File: src/rtl/fpmul_issue_ctrl.sv
// Operand sequencer and in-order result collector for the registered fpmul wrapper.
// Credit-based issue keeps (in flight + buffered) <= DEPTH, so every capture finds room.
`ifndef WIDTH
`define WIDTH 32
`endif
`ifndef WCONTROL
`define WCONTROL 3
`endif
`ifndef WFLAG
`define WFLAG 5
`endif

module fpmul_issue_ctrl #(
    parameter int WIDTH    = `WIDTH,
    parameter int WCONTROL = `WCONTROL,
    parameter int WFLAG    = `WFLAG,
    parameter int LATENCY  = 2,
    parameter int DEPTH    = 4
) (
    input  logic                clk,
    input  logic                reset,
    input  logic                in_valid,
    output logic                in_ready,
    input  logic [WIDTH-1:0]    in_a,
    input  logic [WIDTH-1:0]    in_b,
    input  logic [WCONTROL-1:0] in_control,
    output logic [WIDTH-1:0]    mul_a,
    output logic [WIDTH-1:0]    mul_b,
    output logic [WCONTROL-1:0] mul_control,
    input  logic [WIDTH-1:0]    mul_out,
    input  logic [WFLAG-1:0]    mul_flags,
    output logic                res_valid,
    input  logic                res_ready,
    output logic [WIDTH-1:0]    res_data,
    output logic [WFLAG-1:0]    res_flags,
    output logic                busy
);

    localparam int CW = $clog2(DEPTH + 1);
    localparam int PW = (DEPTH > 1) ? $clog2(DEPTH) : 1;
    localparam int EW = WIDTH + WFLAG;

    localparam logic [CW:0]   DEPTH_C = (CW + 1)'(DEPTH);
    localparam logic [CW-1:0] CONE_C  = CW'(1'b1);
    localparam logic [PW-1:0] PONE_C  = PW'(1'b1);
    localparam logic [PW-1:0] LAST_C  = PW'(DEPTH - 1);

    logic [LATENCY:0] tag_r;
    logic [LATENCY:0] tag_s;
    logic [CW-1:0]    inflight_r;
    logic [CW-1:0]    inflight_s;
    logic [CW-1:0]    fifo_count_r;
    logic [CW-1:0]    fifo_count_s;
    logic [PW-1:0]    wr_ptr_r;
    logic [PW-1:0]    wr_ptr_s;
    logic [PW-1:0]    rd_ptr_r;
    logic [PW-1:0]    rd_ptr_s;
    logic [EW-1:0]    mem_r [DEPTH];
    logic [EW-1:0]    head_s;
    logic [CW:0]      used_s;
    logic             accept_s;
    logic             capture_s;
    logic             pop_s;
    logic             fifo_nempty_s;

    // Handshake decode; the ready side depends on registered credits only.
    always_comb begin
        used_s        = {1'b0, inflight_r} + {1'b0, fifo_count_r};
        fifo_nempty_s = (fifo_count_r != {CW{1'b0}});
        accept_s      = in_valid && (used_s < DEPTH_C);
        capture_s     = tag_r[LATENCY];
        pop_s         = fifo_nempty_s && res_ready;
        head_s        = mem_r[rd_ptr_r];
    end

    assign in_ready  = (used_s < DEPTH_C);
    assign res_valid = fifo_nempty_s;
    assign res_data  = fifo_nempty_s ? head_s[EW-1:WFLAG] : {WIDTH{1'b0}};
    assign res_flags = fifo_nempty_s ? head_s[WFLAG-1:0] : {WFLAG{1'b0}};
    assign busy      = (inflight_r != {CW{1'b0}}) || fifo_nempty_s;

    // Next-state for the tag pipe, credit counters and FIFO pointers.
    always_comb begin
        tag_s    = tag_r << 1'b1;
        tag_s[0] = accept_s;

        case ({accept_s, capture_s})
            2'b10:   inflight_s = inflight_r + CONE_C;
            2'b01:   inflight_s = inflight_r - CONE_C;
            default: inflight_s = inflight_r;
        endcase

        case ({capture_s, pop_s})
            2'b10:   fifo_count_s = fifo_count_r + CONE_C;
            2'b01:   fifo_count_s = fifo_count_r - CONE_C;
            default: fifo_count_s = fifo_count_r;
        endcase

        // Explicit wrap so non-power-of-two pointer widths (DEPTH=1) still count mod DEPTH.
        if (capture_s) begin
            wr_ptr_s = (wr_ptr_r == LAST_C) ? {PW{1'b0}} : wr_ptr_r + PONE_C;
        end else begin
            wr_ptr_s = wr_ptr_r;
        end

        if (pop_s) begin
            rd_ptr_s = (rd_ptr_r == LAST_C) ? {PW{1'b0}} : rd_ptr_r + PONE_C;
        end else begin
            rd_ptr_s = rd_ptr_r;
        end
    end

    // Control state and wrapper operand registers.
    always_ff @(posedge clk or negedge reset) begin
        if (!reset) begin
            tag_r        <= {(LATENCY + 1){1'b0}};
            inflight_r   <= {CW{1'b0}};
            fifo_count_r <= {CW{1'b0}};
            wr_ptr_r     <= {PW{1'b0}};
            rd_ptr_r     <= {PW{1'b0}};
            mul_a        <= {WIDTH{1'b0}};
            mul_b        <= {WIDTH{1'b0}};
            mul_control  <= {WCONTROL{1'b0}};
        end else begin
            tag_r        <= tag_s;
            inflight_r   <= inflight_s;
            fifo_count_r <= fifo_count_s;
            wr_ptr_r     <= wr_ptr_s;
            rd_ptr_r     <= rd_ptr_s;
            if (accept_s) begin
                mul_a       <= in_a;
                mul_b       <= in_b;
                mul_control <= in_control;
            end
        end
    end

    // Result storage; entries are only visible through the valid-gated head, so no reset.
    always_ff @(posedge clk) begin
        if (capture_s) begin
            mem_r[wr_ptr_r] <= {mul_out, mul_flags};
        end
    end

endmodule

File: config.mk
export PLATFORM = sky130hd
export DESIGN_NAME = fpmul_issue_ctrl
export DESIGN_NICKNAME = d
export VERILOG_FILES = /design/src/rtl/fpmul_issue_ctrl.sv
export SDC_FILE = /design/constraint.sdc
export NUM_CORES = 1
export LEC_CHECK = 0
export ABC_AREA = 1
export CAP_MARGIN = 25
export CORE_ASPECT_RATIO = 1.5
export CORE_UTILIZATION = 54
export DETAILED_ROUTE_END_ITERATION = 12
export GPL_TIMING_DRIVEN = 0
export PLACE_DENSITY = 0.91
export RECOVER_POWER = 50
export SETUP_SLACK_MARGIN = 0.15
export SYNTH_ARGS = -nofsm -noshare
export SYNTH_HDL_FRONTEND = slang
export SYNTH_SLANG_ARGS = --single-unit
File: constraint.sdc
create_clock -name clk -period 6.4 [get_ports clk]
set_clock_uncertainty 0.1 [all_clocks]
set_input_delay 0.64 -clock clk [delete_from_list [all_inputs] [get_ports clk]]
set_output_delay 0.64 -clock clk [all_outputs]
set_load 0.005 [all_outputs]
# Word level (Yosys, flattened, before mapping)
# Memories as Yosys holds them, arrays and structs flattened.
# Index checks and enable logic that the tools add are counted.
[totals] reg_bits=80 ramBits=148 input_bits=108 output_inout_bits=107 wordCells=38 memories=1
[memory_table] name="mem_r" depth=4 word_bits=37 read_ports=1 rd_ports_with_merged_regs=0 write_ports=1 line="58" source="logic [EW-1:0] mem_r [DEPTH];"
[classes] addsub=7 n_lt_le_gt_ge=1 eq_ne=6 n_mux=8 n_reduce_logical=7
[op_table] cell="$mux 32" count=1
[op_table] cell="$pmux 3 s2" count=2
[op_table] cell="$eq 2x2->1 const B" count=4
[op_table] cell="$add 3x1->3 const B" count=2
[op_table] cell="$reduce_bool 3->1" count=2
[op_table] cell="$sub 3x1->3 const B" count=2
[op_table] cell="$mux 5" count=1
[op_table] cell="$add 2x1->2 const B" count=2
[op_table] cell="$add 3x3->4" count=1
[op_table] cell="$eq 2x1->1 const B" count=2
[op_table] cell="$lt 4x3->1 const B" count=1
[op_table] cell="$mux 2" count=2
[op_table] cell="$reduce_bool 2->1" count=2
[op_table] cell="$logic_and 1x1->1" count=2
[op_table] cell="$mux 1" count=2
[op_table] cell="$logic_or 1x1->1" count=1

# Longest topological paths before layout
# Gate-level depths: netlist of run 1.
[logic_depth] word_depth=5 ltp_mapped=11 depth_no_buf=11

# Least setup slack after synthesis of run 1
# No wires, ideal clock.
[synth_timing] kind="flip-flop to flip-flop" from="reg inflight_r[1]" to="reg inflight_r[2]" setup_ns=0.117 arrival_ns=2.062 required_time_ns=6.183 path_slack_ns=4.121 path_stages_with_launch=11 path_buffers=1 synth_period_minus_slack_ns=2.279 path_cell_list="dfrtp_1 ha_1 nand3_2 nand4_2 buf_2 ha_1 inv_1 fa_1 or2_2 nand4_1 nand2_1"
[synth_via] elab_chain_len=5 word_cells_on_any_way=9 cone_classes="3 x add/sub; 1 x order compare; 2 x eq/ne; 1 x mux; 2 x reduce/logical"
[synth_rtl] element="from (decl)" line="50" source="logic [CW-1:0] inflight_r;"
[synth_rtl] element="from (signal assigned)" line="117" source="inflight_r <= {CW{1'b0}};"
[synth_rtl] element="from (signal assigned)" line="126" source="inflight_r <= inflight_s;"
[synth_rtl] element="$add 3x3->4" line="68" source="used_s = {1'b0, inflight_r} + {1'b0, fifo_count_r};"
[synth_rtl] element="$lt 4x3->1" line="70" source="accept_s = in_valid && (used_s < DEPTH_C);"
[synth_rtl] element="$logic_and 1x1->1" line="70"
[synth_rtl] element="$eq 2x1->1 or $eq 2x2->1 (tied branches)" line="87" source="case ({accept_s, capture_s})"
[synth_rtl] element="$pmux 3 s2 or $reduce_bool 2->1 (tied branches)"
# Several ways; a longest one is shown, not always the timed one.
# A chain may end at the register's enable or synchronous reset.

# Final worst setup path of run 1
[layout_timing] from="reg rd_ptr_r[1]" to="out res_data[25]"
[layout_via] elab_chain_len=2
[layout_rtl] element="from (decl)" line="56" source="logic [PW-1:0] rd_ptr_r;"
[layout_rtl] element="from (signal assigned)" line="120" source="rd_ptr_r <= {PW{1'b0}};"
[layout_rtl] element="from (signal assigned)" line="129" source="rd_ptr_r <= rd_ptr_s;"
[layout_rtl] element="$mem_v2 4x37"
[layout_rtl] element="$mux 32" line="78" source="assign res_data = fifo_nempty_s ? head_s[EW-1:WFLAG] : {WIDTH{1'b0}};"
[layout_rtl] element="to (decl)" line="34" source="output logic [WIDTH-1:0] res_data,"
# No other way between the ends.

==> flow_metrics.py, run 1 <==
metrics = {
    "logic_synthesis": {
        "synth_cell_types": 22,
        "synth-adder-area-share": 0.0159,
        "ys_ff_latch": 228,
        "synth_edf_count": 148,
        "synthCells": 935,
        "ys_top_cells_by_count": "nand2_1 (377), edfxtp_1 (148), inv_1 (94)",
        "synth_top_family_by_area": "simple AND/OR/NAND/NOR gates",
        "ys_top_cells_by_area": "edfxtp_1 (46%), dfrtp_1 (21%), nand2_1 (15%), nand4_1 (4.6%), inv_1 (3.7%)",
        "synth-simple-area-share": 0.220,
        "syn_nets": 1054,
        "yosysTopAreaCell": "edfxtp_1",
        "yosys_warnings": 0,
        "synth-xor-area-share": 0.00182,
        "synth_top_area_frac": 0.463,
        "syn_area_um2": 9600,
        "muxShareOfSynthArea": 0,
        "synth_compound_area_frac": 0.0219,
        "async_flop_share": 0.351,
        "ys.flop_type": "edfxtp_1",
        "yosysMostFrequentCell": "nand2_1",
        "yosysSeqAreaShare": 0.671,
        "syn-mean-instance-area_um2": 10.3,
    },
    "placement": {
        "routabilityCongestion": 0.811,
        "portBuffers": 213,
        "dp.final_hpwl_mm": 17.0,
        "place_area_um2": 12000,
    },
    "critical_path": {
        "slowest_delay_ns": 0.54,
        "cp-start-kind": "flop",
        "crit_family": "buffers and inverters",
        "path_class": "reg2out",
        "r2r_cells": 10,
        "arrival_ns": 2.78,
        "cp_num_buf_inv": 3,
        "cp_cell_sequence": "clkbuf_1 -> buf_1 -> nand2_1 -> a21oi_1 -> clkdlybuf4s50_1",
        "required_ns": 5.66,
        "reg2reg_slack_ns": 3.60,
        "r2r-start": "fifo_count_r[1]",
        "crit_fanout": 10,
        "cpMaxStageDelayCell": "clkdlybuf4s50_1",
        "endpoint_kind": "primary output",
        "reg2reg_to": "inflight_r[2]",
    },
    "route": {
        "antenna_left": 0,
        "finalWirelength_mm": 25.4,
        "drc": 0,
        "via_count": 7633,
        "viasPerCell": 5.45,
        "wl_per_cell_um": 18.1,
        "drt_iter0_drc": 767,
        "detail_route.first_pass.iterations": 5,
    },
    "clock_tree": {
        "cts_tree": "done",
        "post_cts_resized": 0,
        "clock_latency_ns": 0.50,
        "cts_inserted_buffers": 21,
        "cts_root_buf": "clkbuf_16",
        "cts_hold_buffers": 1,
        "ctsHtreeMaxLevel": 1,
        "clockBufferDepth": 3,
        "clk_pin_slew_ns": 0.07,
        "post_cts.repair.setup_buffers": 0,
        "clkSinkCount": 228,
    },
    "status": {
        "status": "finished, violations left",
        "violations": "capacitance limit, slew limit",
    },
    "flow_run": {
        "maxCapViolCount": 1,
    },
    "global_route": {
        "first_global_vias": 8025,
        "grt_max_degree": 59,
        "antenna_found_initial": 0,
        "grt_pass1_wl_mm": 39.7,
        "grt-ovfl-total": 0,
        "grtUsageTotal": 0.279,
    },
    "finish": {
        "antennaDiodeCount": 0,
        "drive_gt1_frac": 0.0631,
        "nFillCells": 1110,
        "fin_area_um2": 12700,
        "fin_util": 0.733,
        "final_nets": 1292,
        "areaGrowthSynthToFinish_pct": 32.4,
    },
    "hold_path": {
        "hp-start": "tag_r[0]",
        "holdCritPathClass": "reg2reg",
        "whs_path_depth": 0,
        "whs_endpoint": "tag_r[1]",
    },
    "timing": {
        "setup_tns_ns": 0,
        "hold_viol": 0,
        "timing.fmax_mhz": 284,
        "fin_crit_sh": 0.549,
        "worstMarginPinSlew_ns": 1.62,
        "slew_violations": 38,
        "rsz0062_at_grt": "no",
        "period_needed_ns": 3.52,
        "setup_violations": 0,
        "relSlewSlack": -0.0792,
        "holdWs_ns": 0.253,
    },
    "power": {
        "design_power_total_uw": 6140,
        "p_per_area_nw_per_um2": 483,
        "p_leak_uw": 0.00562,
        "vdd_drop_max_uv": 369,
    },
    "floorplanning": {
        "io_pins": 215,
        "dieArea_um2": 18300,
        "core-area_um2": 17300,
        "rows": 59,
        "start_util": 0.553,
        "die_h_um": 165,
        "die_width_um": 111,
    },
}
## cell families after synthesis
logic type	Yosys count
buffers and inverters	157
AO/OA/AOI/OAI	42
AND/OR/NAND/NOR	495
XOR/XNOR	2
adder cells (fa/ha/maj)	11
flip-flops	228
## layout make-up
class,instances,area [µm²],area share
clock inverter,15,170,0.0134
buffer,58,275,0.0217
timing repair buffer,215,2160,0.170
multi-input combinational,550,2490,0.196
clock buffer,23,533,0.0419
tap,213,267,0.0210
inverter,99,372,0.0292
sequential,228,6450,0.507
## power by group
group          total [µW]  internal (µW)  leakage, µW  switching, µW
registers            2120           1940      0.00233            181
clock network        1280            731     0.000331            546
logic                2740           1230      0.00295           1500
total                6140           3910      0.00562           2230
## placed cells by master, fill, tap and decap left out, types with 5 or more instances in the layout
master	netlist	final
inv_1	94	92
ha_1	9	9
clkinv_1	0	5
buf_4	8	5
dfrtp_1	80	80
nand4_1	70	70
buf_2	28	25
inv_2	5	7
dlygate4sd3_1	0	38
nand3_1	39	40
a21oi_1	37	37
nand2_1	377	377
buf_1	5	5
o21ai_0	5	5
clkbuf_16	0	21
clkdlybuf4s50_1	0	175
edfxtp_1	148	148
clkbuf_1	16	25
## worst reg2reg max path, stage by stage, from the launching register on
cell      delay [ns]
dfrtp_1         0.41
ha_1            0.30
nand3_2         0.18
nand4_2         0.21
clkbuf_1        0.37
ha_1            0.22
inv_1           0.07
fa_1            0.38
or2_2           0.32
nand4_1         0.08
nand2_1         0.06
## state kept, by name, indices dropped and copies added (netlist names)
| register | cells |
|---|---|
| mul_b | 32 |
| tag_r | 3 |
| wr_ptr_r | 2 |
| mul_control | 3 |
| inflight_r | 3 |
| rd_ptr_r | 2 |
| fifo_count_r | 3 |
| mul_a | 32 |
| mem_r | 148 |
## how the worst max path moves through the flow
| stage | slack [ns] | depth (start not counted) | end | start |
|---|---|---|---|---|
| 6_report | 2.88 | 5 | res_data[25] | rd_ptr_r[1] |
| 4_1_cts | 3.04 | 8 | in_ready | fifo_count_r[2] |
| 5_1_grt | 2.73 | 8 | in_ready | fifo_count_r[2] |
| 3_5_place_dp | 3.58 | 8 | in_ready | inflight_r[2] |
| 3_3_place_gp | 1.82 | 1 | mul_a[15] | reset |
| 2_1_floorplan | 4.12 | 10 | inflight_r[2] | inflight_r[1] |
## per-stage QoR
stage,std cells,setup WS (ns)
6_report,1401,2.88
5_1_grt,1401,2.73
4_1_cts,1401,3.04
3_5_place_dp,1362,3.58
3_3_place_gp,1361,1.82
2_1_floorplan,935,4.12
## routing by layer
metal  share of wire  track usage
met5               0            0
met4           0.036        0.131
met3           0.078       0.0562
met2            0.54        0.531
met1            0.35        0.293
Power figures use the tool's default switching activity.
==> inputs of run 2 (changes only) <==
--- a/config.mk
+++ b/config.mk
@@ -8,10 +8,10 @@
 export ABC_AREA = 1
 export CAP_MARGIN = 25
 export CORE_ASPECT_RATIO = 1.5
-export CORE_UTILIZATION = 54
+export CORE_UTILIZATION = 51
 export DETAILED_ROUTE_END_ITERATION = 12
 export GPL_TIMING_DRIVEN = 0
-export PLACE_DENSITY = 0.91
+export PLACE_DENSITY = 0.87
 export RECOVER_POWER = 50
 export SETUP_SLACK_MARGIN = 0.15
 export SYNTH_ARGS = -nofsm -noshare
==> constraint.sdc (replaced) <==
create_clock -name clk -period 3.3 [get_ports clk]
set_clock_uncertainty 0.1 [all_clocks]
set_input_delay 0.33 -clock clk [delete_from_list [all_inputs] [get_ports clk]]
set_output_delay 0.33 -clock clk [all_outputs]
set_load 0.005 [all_outputs]
==> run 2 against run 1 <==
  * The run still ends with capacitance limit, slew limit left
  * Count of clock-buffer cells in the layout increased by 4
  * Sequential power increased by 93%
  * Critical path depth did not move
  * Utilization is 4.3 points lower
==> flow_metrics.py, run 2 (same netlist as run 1, synthesis figures left out) <==
metrics = {
    "floorplanning": {
        "dieArea_um2": 19400,
        "start_util": 0.520,
        "rows": 61,
        "core-area_um2": 18500,
        "die_h_um": 170,
        "die_width_um": 114,
        "io_pins": 215,
    },
    "power": {
        "design_power_total_uw": 11700,
        "internal_power_uw": 7460,
        "comb_power_share": 0.447,
        "p_leak_uw": 0.00565,
        "clockPowerShare": 0.202,
        "seq_power_share": 0.351,
        "power_switching_uw": 4210,
        "swShare": 0.361,
        "p_per_area_nw_per_um2": 916,
        "vdd_drop_max_uv": 688,
    },
    "clock_tree": {
        "clock_latency_ns": 0.48,
        "ctsHtreeMaxLevel": 1,
        "cts_root_buf": "clkbuf_16",
        "post_cts.repair.setup_buffers": 0,
        "clockBufferDepth": 3,
        "clk_pin_slew_ns": 0.06,
        "clkSinkCount": 228,
        "cts_tree": "done",
        "cts_inserted_buffers": 21,
    },
    "finish": {
        "largest_reg_flops": 148,
        "drive_gt1_frac": 0.0666,
        "largestRegisters": "mem_r (148), mul_a (32), mul_b (32)",
        "fin_cells": 1441,
        "fin_util": 0.690,
        "largest_register": "mem_r",
        "areaGrowthSynthToFinish_pct": 32.7,
        "final_common_cell": "nand2_1",
        "fin_area_um2": 12700,
        "final_cell_mix": "nand2_1 (377), edfxtp_1 (148), clkdlybuf4s50_1 (142)",
        "final_nets": 1292,
    },
    "timing": {
        "worstMarginPinSlew_ns": 1.81,
        "setup_violations": 0,
        "slew_violations": 31,
        "fin_crit_sh": 0.893,
        "timing.fmax_mhz": 339,
        "relSlewSlack": -0.206,
        "hold_viol": 0,
        "fin_ws_ns": 0.354,
        "rsz0062_at_grt": "no",
        "period_needed_ns": 2.95,
    },
    "placement": {
        "portBuffers": 213,
        "routabilityCongestion": 0.818,
        "dp.final_hpwl_mm": 16.8,
        "place_area_um2": 12100,
        "dp_slack_ns": 0.673,
        "placed_cells": 1401,
    },
    "flow_run": {
        "maxCapViolCount": 1,
    },
    "critical_path": {
        "crit_fanout": 10,
        "endpoint_kind": "primary output",
        "cp_cell_sequence": "inv_2 -> buf_1 -> nand3_1 -> a21oi_1 -> clkdlybuf4s50_1",
        "slowest_delay_ns": 0.59,
        "cpMaxStageDelayCell": "clkdlybuf4s50_1",
        "crit_family": "buffers and inverters",
        "cp_num_buf_inv": 3,
        "required_ns": 2.87,
        "cp-start-kind": "flop",
        "path_class": "reg2out",
        "arrival_ns": 2.52,
    },
    "route": {
        "viasPerCell": 5.13,
        "antenna_left": 0,
        "finalWirelength_mm": 24.2,
        "detail_route.first_pass.iterations": 5,
        "wl_per_cell_um": 16.8,
        "drt_iter0_drc": 526,
        "via_count": 7399,
        "drc": 0,
    },
    "global_route": {
        "grtUsageTotal": 0.252,
        "antenna_found_initial": 4,
        "grt-ovfl-total": 0,
        "grt_pass1_wl_mm": 37.8,
        "first_global_vias": 7606,
        "grt_max_degree": 51,
    },
    "hold_path": {
        "holdCritPathClass": "reg2reg",
    },
    "status": {
        "violations": "capacitance limit, slew limit",
        "status": "finished, violations left",
    },
}
==> run 2: final timing paths <==
kind	startpoint	endpoint	slack, ns	cells after the start
max	rd_ptr_r[1]	res_data[9]	0.35	5
min reg2reg	tag_r[0]	tag_r[1]	0.26	0
max in group asynchronous	reset	mul_a[6]	1.27	2
min in group asynchronous	reset	mul_b[26]	0.78	2
max reg2reg	fifo_count_r[1]	inflight_r[2]	0.41	11
min	tag_r[0]	tag_r[1]	0.26	0
==> run 2: final cells by class <==
cell class              count  area [µm²]
clock buffers              27         589
well taps                 252         315
repair buffers            215        2160
multi-input cells         550        2480
flip-flops and latches    228        6450
clock inverters             9        75.1
inverters                  99         372
diodes                      3        7.51
plain buffers              58         288
fillers                  1320        5730
==> run 2: per-stage QoR <==
step	TNS, ns	hold WS, ns
after floorplan	0	-0.0656
after global placement	-79.42	0.232
after detailed placement	0	0.195
after CTS	0	0.206
after global routing	0	0.271
final	0	0.261
==> run 2: what timing repair did <==
item / in CTS / in global routing
resized for setup: 0 / 2
endpoints found under the setup margin: 0 / 1
hold endpoints to repair: 30 / 0
hold buffers: 1 / 0
==> run 2: routing by layer <==
metal,routed length (µm),up-vias,global-route usage
met5,13,-,0
met4,607,2,0.0937
met3,1870,49,0.0652
met2,13200,329,0.485
met1,8480,3481,0.255
li1,-,3538,-
==> run 2: power by group through the flow <==
stage | registers, µW | clock network (µW) | logic, µW
after floorplan | 4130 | 0 | 2610
after global placement | 4130 | 0 | 5110
after detailed placement | 4140 | 0 | 5280
after CTS | 4100 | 2380 | 5340
after global routing | 4160 | 2480 | 5790
final | 4090 | 2350 | 5220
==> inputs of run 3 (changes only) <==
--- a/config.mk
+++ b/config.mk
@@ -10,6 +10,7 @@
 export CORE_ASPECT_RATIO = 1.5
 export CORE_UTILIZATION = 51
 export DETAILED_ROUTE_END_ITERATION = 12
+export GPL_ROUTABILITY_DRIVEN = 0
 export GPL_TIMING_DRIVEN = 0
 export PLACE_DENSITY = 0.87
 export RECOVER_POWER = 50
==> results of run 3 <==
Final layout, timing and power as in run 2 (identical DEF).
